### config.mk
export PLATFORM = sky130hd
export DESIGN_NAME = approx_mult_pipe
export DESIGN_NICKNAME = d
export VERILOG_FILES = /design/src/rtl/approx_mult_pipe_pkg.sv /design/src/rtl/approx_mult_pipe_half_mult.sv /design/src/rtl/approx_mult_pipe.sv
export SDC_FILE = /design/constraint.sdc
export NUM_CORES = 1
export LEC_CHECK = 0
export BUFFER_PORTS_ARGS = -buffer_cell sky130_fd_sc_hd__buf_2
export CORE_AREA = 2 2 103 95
export CTS_CLUSTER_DIAMETER = 80
export CTS_CLUSTER_SIZE = 12
export DETAILED_ROUTE_END_ITERATION = 6
export DIE_AREA = 0 0 105 97
export GPL_ROUTABILITY_DRIVEN = 0
export PLACE_DENSITY_LB_ADDON = 0.05
export REMOVE_ABC_BUFFERS = 1
export SLEW_MARGIN = 20
export SYNTH_ARGS = -nofsm -noshare
export SYNTH_HDL_FRONTEND = slang
export SYNTH_SLANG_ARGS = --single-unit
### constraint.sdc
create_clock -name clk -period 3.7 [get_ports clk]
set_input_delay 0.37 -clock clk [delete_from_list [all_inputs] [get_ports clk]]
set_output_delay 0.37 -clock clk [all_outputs]
set_load 0.1 [all_outputs]
### src/rtl/approx_mult_pipe_pkg.sv
// Shared definitions for the approximate multiplier: mode encoding and the
// compensated low sub-product.
package approx_mult_pipe_pkg;

  localparam logic MODE_EXACT  = 1'b0;
  localparam logic MODE_APPROX = 1'b1;

  localparam int unsigned LL_MAX_W = 64;

  // Zero the low trunc bits and set bit trunc-1 as compensation. A half-width
  // product is nonzero exactly when both halves are nonzero, so ll != 0
  // stands in for (al != 0 && bl != 0).
  function automatic logic [LL_MAX_W-1:0] approx_ll(input logic [LL_MAX_W-1:0] ll,
                                                    input int unsigned         trunc);
    logic [LL_MAX_W-1:0] mask;
    logic [LL_MAX_W-1:0] res;
    mask = '1;
    if (trunc >= LL_MAX_W) mask = '0;
    else                   mask = mask << trunc;
    res = ll & mask;
    if (trunc != 0 && trunc <= LL_MAX_W && ll != '0)
      res = res | (LL_MAX_W'(1) << (trunc - 1));
    return res;
  endfunction

endpackage

### src/rtl/approx_mult_pipe_half_mult.sv
// Unsigned H x H combinational multiplier used for the four sub-products.
module half_mult #(
  parameter int unsigned H = 4
) (
  input  logic [H-1:0]   a_i,
  input  logic [H-1:0]   b_i,
  output logic [2*H-1:0] p_o
);

  assign p_o = (2*H)'(a_i) * (2*H)'(b_i);

endmodule

### src/rtl/approx_mult_pipe.sv
// Three-stage valid/ready multiplier built from half-width sub-products, with
// per-operation exact or truncated-and-compensated low sub-product.
module approx_mult_pipe
  import approx_mult_pipe_pkg::*;
#(
  parameter int unsigned WIDTH = 8,
  parameter int unsigned TRUNC = 4,
  parameter int unsigned TAG_W = 4
) (
  input  logic               clk,
  input  logic               rst,
  input  logic               in_valid,
  output logic               in_ready,
  input  logic [WIDTH-1:0]   in_a,
  input  logic [WIDTH-1:0]   in_b,
  input  logic               in_mode,
  input  logic [TAG_W-1:0]   in_tag,
  output logic               out_valid,
  input  logic               out_ready,
  output logic [2*WIDTH-1:0] out_r,
  output logic               out_mode,
  output logic [TAG_W-1:0]   out_tag
);

  localparam int unsigned H  = WIDTH / 2;
  localparam int unsigned RW = 2 * WIDTH;

  logic             adv;
  logic [WIDTH-1:0] ll_c, hl_c, lh_c, hh_c;

  logic             s1_valid_q;
  logic [WIDTH-1:0] s1_ll_q, s1_hl_q, s1_lh_q, s1_hh_q;
  logic             s1_mode_q;
  logic [TAG_W-1:0] s1_tag_q;

  logic             s2_valid_q;
  logic [RW-1:0]    s2_sum_q, s2_sum_d;
  logic             s2_mode_q;
  logic [TAG_W-1:0] s2_tag_q;

  logic             out_valid_q;
  logic [RW-1:0]    out_r_q;
  logic             out_mode_q;
  logic [TAG_W-1:0] out_tag_q;

  logic [WIDTH-1:0] ll_cmp, ll_sel;

  // Global stall: every stage, bubbles included, holds while the output waits.
  assign adv      = !out_valid_q || out_ready;
  assign in_ready = adv;

  half_mult #(.H(H)) u_ll (.a_i(in_a[H-1:0]),     .b_i(in_b[H-1:0]),     .p_o(ll_c));
  half_mult #(.H(H)) u_hl (.a_i(in_a[WIDTH-1:H]), .b_i(in_b[H-1:0]),     .p_o(hl_c));
  half_mult #(.H(H)) u_lh (.a_i(in_a[H-1:0]),     .b_i(in_b[WIDTH-1:H]), .p_o(lh_c));
  half_mult #(.H(H)) u_hh (.a_i(in_a[WIDTH-1:H]), .b_i(in_b[WIDTH-1:H]), .p_o(hh_c));

  // S2 combine: mode picks the exact or compensated low sub-product.
  always_comb begin
    ll_cmp   = WIDTH'(approx_ll(LL_MAX_W'(s1_ll_q), TRUNC));
    ll_sel   = (s1_mode_q == MODE_APPROX) ? ll_cmp : s1_ll_q;
    s2_sum_d = (RW'(s1_hh_q) << WIDTH)
             + ((RW'(s1_hl_q) + RW'(s1_lh_q)) << H)
             + RW'(ll_sel);
  end

  always_ff @(posedge clk or posedge rst) begin
    if (rst) begin
      s1_valid_q  <= 1'b0;
      s1_ll_q     <= '0;
      s1_hl_q     <= '0;
      s1_lh_q     <= '0;
      s1_hh_q     <= '0;
      s1_mode_q   <= MODE_EXACT;
      s1_tag_q    <= '0;
      s2_valid_q  <= 1'b0;
      s2_sum_q    <= '0;
      s2_mode_q   <= MODE_EXACT;
      s2_tag_q    <= '0;
      out_valid_q <= 1'b0;
      out_r_q     <= '0;
      out_mode_q  <= MODE_EXACT;
      out_tag_q   <= '0;
    end else if (adv) begin
      s1_valid_q  <= in_valid;
      s1_ll_q     <= ll_c;
      s1_hl_q     <= hl_c;
      s1_lh_q     <= lh_c;
      s1_hh_q     <= hh_c;
      s1_mode_q   <= in_mode;
      s1_tag_q    <= in_tag;
      s2_valid_q  <= s1_valid_q;
      s2_sum_q    <= s2_sum_d;
      s2_mode_q   <= s1_mode_q;
      s2_tag_q    <= s1_tag_q;
      out_valid_q <= s2_valid_q;
      out_r_q     <= s2_sum_q;
      out_mode_q  <= s2_mode_q;
      out_tag_q   <= s2_tag_q;
    end
  end

  assign out_valid = out_valid_q;
  assign out_r     = out_r_q;
  assign out_mode  = out_mode_q;
  assign out_tag   = out_tag_q;

endmodule
==> results of run 1 <==
[worst reg2reg max path, cell delays in order (launching register included)]
cell and delay, ns:
dfrtp_1 0.35, ha_1 0.17, inv_1 0.05, fa_1 0.39
nor2b_1 0.12, o21ai_0 0.10, a21oi_1 0.22, a211oi_1 0.08
nor3_1 0.29, ha_1 0.31, a21oi_1 0.30, nor3_1 0.11
a21oi_1 0.16, a21oi_1 0.09, or3_1 0.32
[logic make-up (layout without fill, tap and decap cells)]
logic type | Yosys count | in the layout | synth area share (%)
compound gates | 93 | 93 | 10.2
xor+xnor | 28 | 28 | 4.47
fa+ha+maj | 85 | 85 | 21.9
buf+inv | 51 | 98 | 3.72
flops | 82 | 82 | 37.4
mux | 1 | 1 | 0.182
simple gates | 273 | 273 | 22.1
[cell usage after synthesis (2+ instances only)]
cell,instances
o21bai_1,4
and2_1,45
o31ai_1,2
fa_1,18
ha_1,67
nor2b_1,2
nand2_1,178
nor3_1,5
nor3b_1,2
nor4_1,2
xnor2_1,9
nand3b_1,3
a211oi_1,3
o21ai_0,19
buf_2,10
clkbuf_1,8
nand2b_1,2
nor2_1,21
dfrtp_1,82
o211ai_1,2
a31o_2,2
a21oi_1,45
inv_1,32
xor2_1,19
or3_1,2
nand3_1,4
a21o_1,8
[final cells by class]
type / instances / share of cell area (%)
timing repair buffer: 50 / 4.29
clock inverter: 5 / 0.937
multi-input combinational: 480 / 53.9
tap: 122 / 2.54
sequential: 82 / 34.2
clock buffer: 10 / 2.12
inverter: 33 / 2.08
[worst min path at each step]
stage / end / slack [ns] / depth (start not counted)
finish: out_tag[2] / 0.16 / 2
global route: s1_tag_q[3] / 0.21 / 3
CTS: out_tag[2] / 0.18 / 2
detailed placement: s2_valid_q / 0.45 / 2
global placement: out_valid / 0.44 / 1
floorplan: s2_valid_q / 0.43 / 2
[sequential cells by signal, indices dropped and copies added, names as in the netlist]
register    cells
s2_mode_q       1
s2_sum_q       16
s1_hl_q         8
out_valid       1
s1_tag_q        4
s1_mode_q       1
s1_hh_q         8
s2_tag_q        4
s2_valid_q      1
out_r          16
s1_valid_q      1
out_tag         4
out_mode        1
s1_ll_q         8
s1_lh_q         8
[per-layer routing]
metal / track usage, % / vias up / routed length, µm
met2: 34.4 / 75 / 4520
met1: 32.7 / 1886 / 5190
met3: 3.50 / 6 / 387
met5: 0 / - / 0
li1: - / 2105 / -
met4: 5.23 / 0 / 98
[power breakdown]
group          total, mW  internal, mW  switching [mW]
clock network      0.617         0.307           0.310
logic               2.86         0.887            1.97
registers           1.44          1.24           0.199
[metrics by stage]
step	hold WS, ns	utilization, %	cell area, µm²
floorplan	0.430	-	5410
global placement	0.441	64.7	5820
detailed placement	0.447	64.7	5820
CTS	0.175	66.8	6010
global route	0.209	66.8	6010
finish	0.158	66.8	6010
==> impl_metrics.json, run 1 <==
{
  "layout_min_cycle_time_ns": 3.16,
  "cts_resized": 0,
  "mappedNetlistArea_um2": 5490,
  "cts_root_buffer": "clkbuf_8",
  "n_fill_cell": 818,
  "dp_slack_ns": 0.616,
  "maxCapViolations": 0,
  "critPathKind": "reg2reg",
  "status": "finished clean",
  "fp.dieH_um": 97,
  "grt_max_degree": 64,
  "fin_ws_ns": 0.536,
  "finalPower_mw": 4.92,
  "r2r.worst_path.cells": 14,
  "rsz0062_at_grt": "no",
  "clock_skew_ns": 0.0113,
  "via_count": 4072,
  "grt_pass1_vias": 3978,
  "gr-total-overflow": 0,
  "grtUsageTotal_pct": 22.2,
  "path_common_cell": "a21oi_1",
  "cpLargestDelayFamily": "compound AO/OA/AOI/OAI gates",
  "fmax_ghz": 0.316,
  "reg2reg_from": "s1_hl_q[0]",
  "clock_path_buffers": 2,
  "clkTransAtPathRegs_ns": 0.08,
  "cp.arrival_ns": 3.39,
  "wirelength_mm": 10.2,
  "grt_pass1_wl_mm": 18.7,
  "layout_commonest_cell": "nand2_1",
  "synthFlopType": "dfrtp_1",
  "netlist.top_cell.by_area": "dfrtp_1",
  "postSynthAreaPerCell_um2": 8.95,
  "critPathBufInv": 1,
  "start_kind": "flop",
  "setup_viol": 0,
  "regArea_um2": 2050,
  "p_leak_nw": 3.20,
  "io_buffers": 47,
  "yosysWarnings": 0,
  "drt-wirelength-per-cell_um": 13.0,
  "vias_per_cell": 5.21,
  "crit_cells": 14,
  "worst_path_max_delay_cell": "fa_1",
  "synthTopCellsByArea": "dfrtp_1, ha_1, nand2_1",
  "firstDrtPassIters": 4,
  "yosys.area.top_type_share_pct": 37.4,
  "endpoint": "s2_sum_q[15]",
  "clock_sinks": 82,
  "num_antenna_cells": 0,
  "cts_tree": "yes",
  "critPathCaptureType": "flop",
  "final_cell_mix": "nand2_1, dfrtp_1, ha_1, buf_2",
  "initial_core_util_pct": 60.9,
  "maxSlewViolCount": 0,
  "postCtsSetupBuffers": 0,
  "critPathMaxFanout": 4,
  "htree_levels": 3,
  "worst_r2r_endpoint": "s2_sum_q[15]",
  "critPathMaxStageDelay_ns": 0.39,
  "multiInputGateArea_um2": 3240,
  "worst_slew_pin_slew_ns": 0.844,
  "fp.coreArea_um2": 9000,
  "post-route-period-util_pct": 85.5,
  "area_delta_synth_final_pct": 9.53,
  "slew-limit-headroom_pct": 43.7,
  "drt_iter0_drc": 225,
  "syn_inst": 613,
  "dp_hpwl_mm": 7.59,
  "critPathLaunch": "s1_hl_q[0]",
  "dieArea_um2": 10200,
  "final_antenna_net_count": 0,
  "synth_cell_type_count": 44,
  "drc_errors": 0,
  "fin_cells": 782,
  "cts_buffers": 9,
  "r2r_setup_slack_ns": 0.54,
  "num_rows": 33,
  "yosysSeqAreaShare_pct": 37.4,
  "hold_class": "in2async",
  "io_pins": 48,
  "antenna_found_initial": 0,
  "powerDensity_nw_per_um2": 819,
  "vdd_drop_max_v": 0.000510,
  "synthArstFlopShare_pct": 100,
  "path_cells": "ha_1, inv_1, fa_1, nor2b_1, o21ai_0, a21oi_1, a211oi_1, nor3_1, ha_1, a21oi_1, nor3_1, a21oi_1, a21oi_1, or3_1",
  "place_inst": 767,
  "hold_violations": 0,
  "clk_latency_ns": 0.35,
  "crit_required_ns": 3.93,
  "num-nets-final": 766,
  "die_w_um": 105,
  "cts_hold_buf": 0,
  "setup-tns-final_ns": 0,
  "synth_edf_count": 0,
  "layout-drive-gt1-share_pct": 11.5,
  "synth_seq_cells": 82
}
(Power assumes the default switching activity.)
==> run 2, diff against run 1 <==
--- a/config.mk
+++ b/config.mk
@@ -12,7 +12,7 @@
 export DETAILED_ROUTE_END_ITERATION = 6
 export DIE_AREA = 0 0 105 97
 export GPL_ROUTABILITY_DRIVEN = 0
-export PLACE_DENSITY_LB_ADDON = 0.05
+export PLACE_DENSITY = 0.92
 export REMOVE_ABC_BUFFERS = 1
 export SLEW_MARGIN = 20
 export SYNTH_ARGS = -nofsm -noshare
==> run 2 against run 1 <==
  * Final cell count unchanged
  * Clock power up 26%
  * Clock-buffer cell count down 1
  * First-iteration DRC count up 42%
  * Largest cell class unchanged
  * Critical path type unchanged
  * Flip-flop and latch count unchanged
  * Via count up 4.8%
  * Cell area up 0.96%
  * Total power up 4.7%
  * Clock skew about the same
  * Routed wire length up 9.6%
==> impl_metrics.json, run 2 (synthesis gave the netlist of run 1 again) <==
{
  "grt_max_degree": 69,
  "gr-total-overflow": 0,
  "num-nets-final": 766,
  "cts_root_buffer": "clkbuf_8",
  "critPathMaxFanout": 4,
  "reg2reg_from": "s1_hl_q[0]",
  "via_count": 4266,
  "cts_buffers": 9,
  "clkTransAtPathRegs_ns": 0.08,
  "setup_viol": 0,
  "final_antenna_net_count": 0,
  "post-route-period-util_pct": 85.1,
  "r2r_setup_slack_ns": 0.55,
  "dieArea_um2": 10200,
  "critPathKind": "reg2reg",
  "slew-limit-headroom_pct": 51.6,
  "maxSlewViolCount": 0,
  "drt-wirelength-per-cell_um": 14.3,
  "io_pins": 48,
  "worst_slew_pin_slew_ns": 0.726,
  "hold_class": "in2async",
  "antenna_found_initial": 0,
  "clock_path_buffers": 2,
  "worst_r2r_endpoint": "s2_sum_q[15]",
  "clock_sinks": 82,
  "vias_per_cell": 5.46,
  "n_fill_cell": 704,
  "die_w_um": 105,
  "cts_tree": "yes",
  "rsz0062_at_grt": "no",
  "fp.coreArea_um2": 9000,
  "htree_levels": 3,
  "multiInputGateArea_um2": 3240,
  "num_antenna_cells": 0,
  "cts_resized": 0,
  "worst_path_max_delay_cell": "dfrtp_1",
  "placed_area_um2": 5820,
  "p_leak_nw": 3.23,
  "layout_commonest_cell": "nand2_1",
  "regArea_um2": 2050,
  "dp_hpwl_mm": 8.33,
  "critPathCaptureType": "flop",
  "num_rows": 33,
  "clk_latency_ns": 0.37,
  "powerDensity_nw_per_um2": 849,
  "cts_hold_buf": 0,
  "layout-drive-gt1-share_pct": 11.7,
  "status": "finished clean",
  "cp.arrival_ns": 3.39,
  "design_area_um2": 6070,
  "drc_errors": 0,
  "setup-tns-final_ns": 0,
  "path_common_cell": "a21oi_1",
  "critPathBufInv": 1,
  "layout_min_cycle_time_ns": 3.15,
  "fp.dieH_um": 97,
  "r2r.worst_path.cells": 14,
  "firstDrtPassIters": 5,
  "final_util_pct": 67.4,
  "hold_violations": 0,
  "final_cell_mix": "nand2_1, dfrtp_1, ha_1, buf_2",
  "area_delta_synth_final_pct": 10.6,
  "grtUsageTotal_pct": 23.1,
  "io_buffers": 47,
  "crit_required_ns": 3.94,
  "postCtsSetupBuffers": 0,
  "start_kind": "flop",
  "fmax_ghz": 0.317,
  "path_cells": "ha_1, inv_1, fa_1, nor2b_1, o21ai_0, a21oi_1, a211oi_1, nor3_1, ha_1, a21oi_1, nor3_1, a21oi_1, a21oi_1, or3_1",
  "critPathMaxStageDelay_ns": 0.40,
  "maxCapViolations": 0,
  "drt_iter0_drc": 320,
  "cpLargestDelayFamily": "adder cells",
  "initial_core_util_pct": 60.9,
  "grt_pass1_vias": 4252,
  "grt_pass1_wl_mm": 19.2,
  "crit_cells": 14,
  "wirelength_mm": 11.2,
  "clock_skew_ns": 0.0115,
  "vdd_drop_max_v": 0.000545
}
[run 2: per-layer routing]
metal / part of all wire [%] / track usage, % / vias to the layer above / wire [µm]
li1: - / - / 2102 / -
met1: 45 / 30.5 / 2032 / 4990
met2: 49 / 38.1 / 109 / 5450
met3: 4.4 / 4.18 / 23 / 493
met4: 2.1 / 8.82 / 0 / 236
met5: 0 / 0 / - / 0
[run 2: per-stage QoR]
step	cells	hold WS, ns	worst slack [ns]	power (mW)
after floorplan	595	0.430	-2.48	3.81
after global placement	767	0.439	0.766	4.21
after detailed placement	767	0.447	0.659	4.34
after CTS	782	0.194	0.586	5.16
after global routing	782	0.194	0.263	5.48
final	782	0.140	0.550	5.15
[run 2: worst register-to-register path, stage by stage, from the launching register on]
cell and delay (ns):
dfrtp_1 0.40, ha_1 0.19, inv_1 0.06, fa_1 0.39, nor2b_1 0.12, o21ai_0 0.11, a21oi_1 0.24, a211oi_1 0.08
nor3_1 0.28, ha_1 0.31, a21oi_1 0.25, nor3_1 0.08, a21oi_1 0.12, a21oi_1 0.07, or3_1 0.32
[run 2: worst max path at each step]
| stage | slack [ns] | to | start |
|---|---|---|---|
| finish | 0.55 | s2_sum_q[15] | s1_hl_q[0] |
| global route | 0.26 | s2_sum_q[15] | s1_hl_q[0] |
| CTS | 0.59 | s2_sum_q[15] | s1_hl_q[0] |
| detailed placement | 0.66 | s1_hh_q[7] | in_b[7] |
| global placement | 0.77 | s1_hl_q[7] | in_a[4] |
| floorplan | -2.48 | s2_sum_q[15] | out_valid |
[run 2: layout make-up]
cell class / instances / area share (%)
Tap cell: 122 / 2.52
Clock buffer: 9 / 2.04
Inverter: 33 / 2.08
Clock inverter: 6 / 1.92
Sequential cell: 82 / 33.8
Multi-Input combinational cell: 480 / 53.4
Timing Repair Buffer: 50 / 4.25
[run 2: power breakdown]
group | leakage [nW] | internal, mW | switching, mW
combinational | 2.11 | 0.895 | 2.03
sequential | 1.00 | 1.24 | 0.207
clock | 0.119 | 0.448 | 0.327
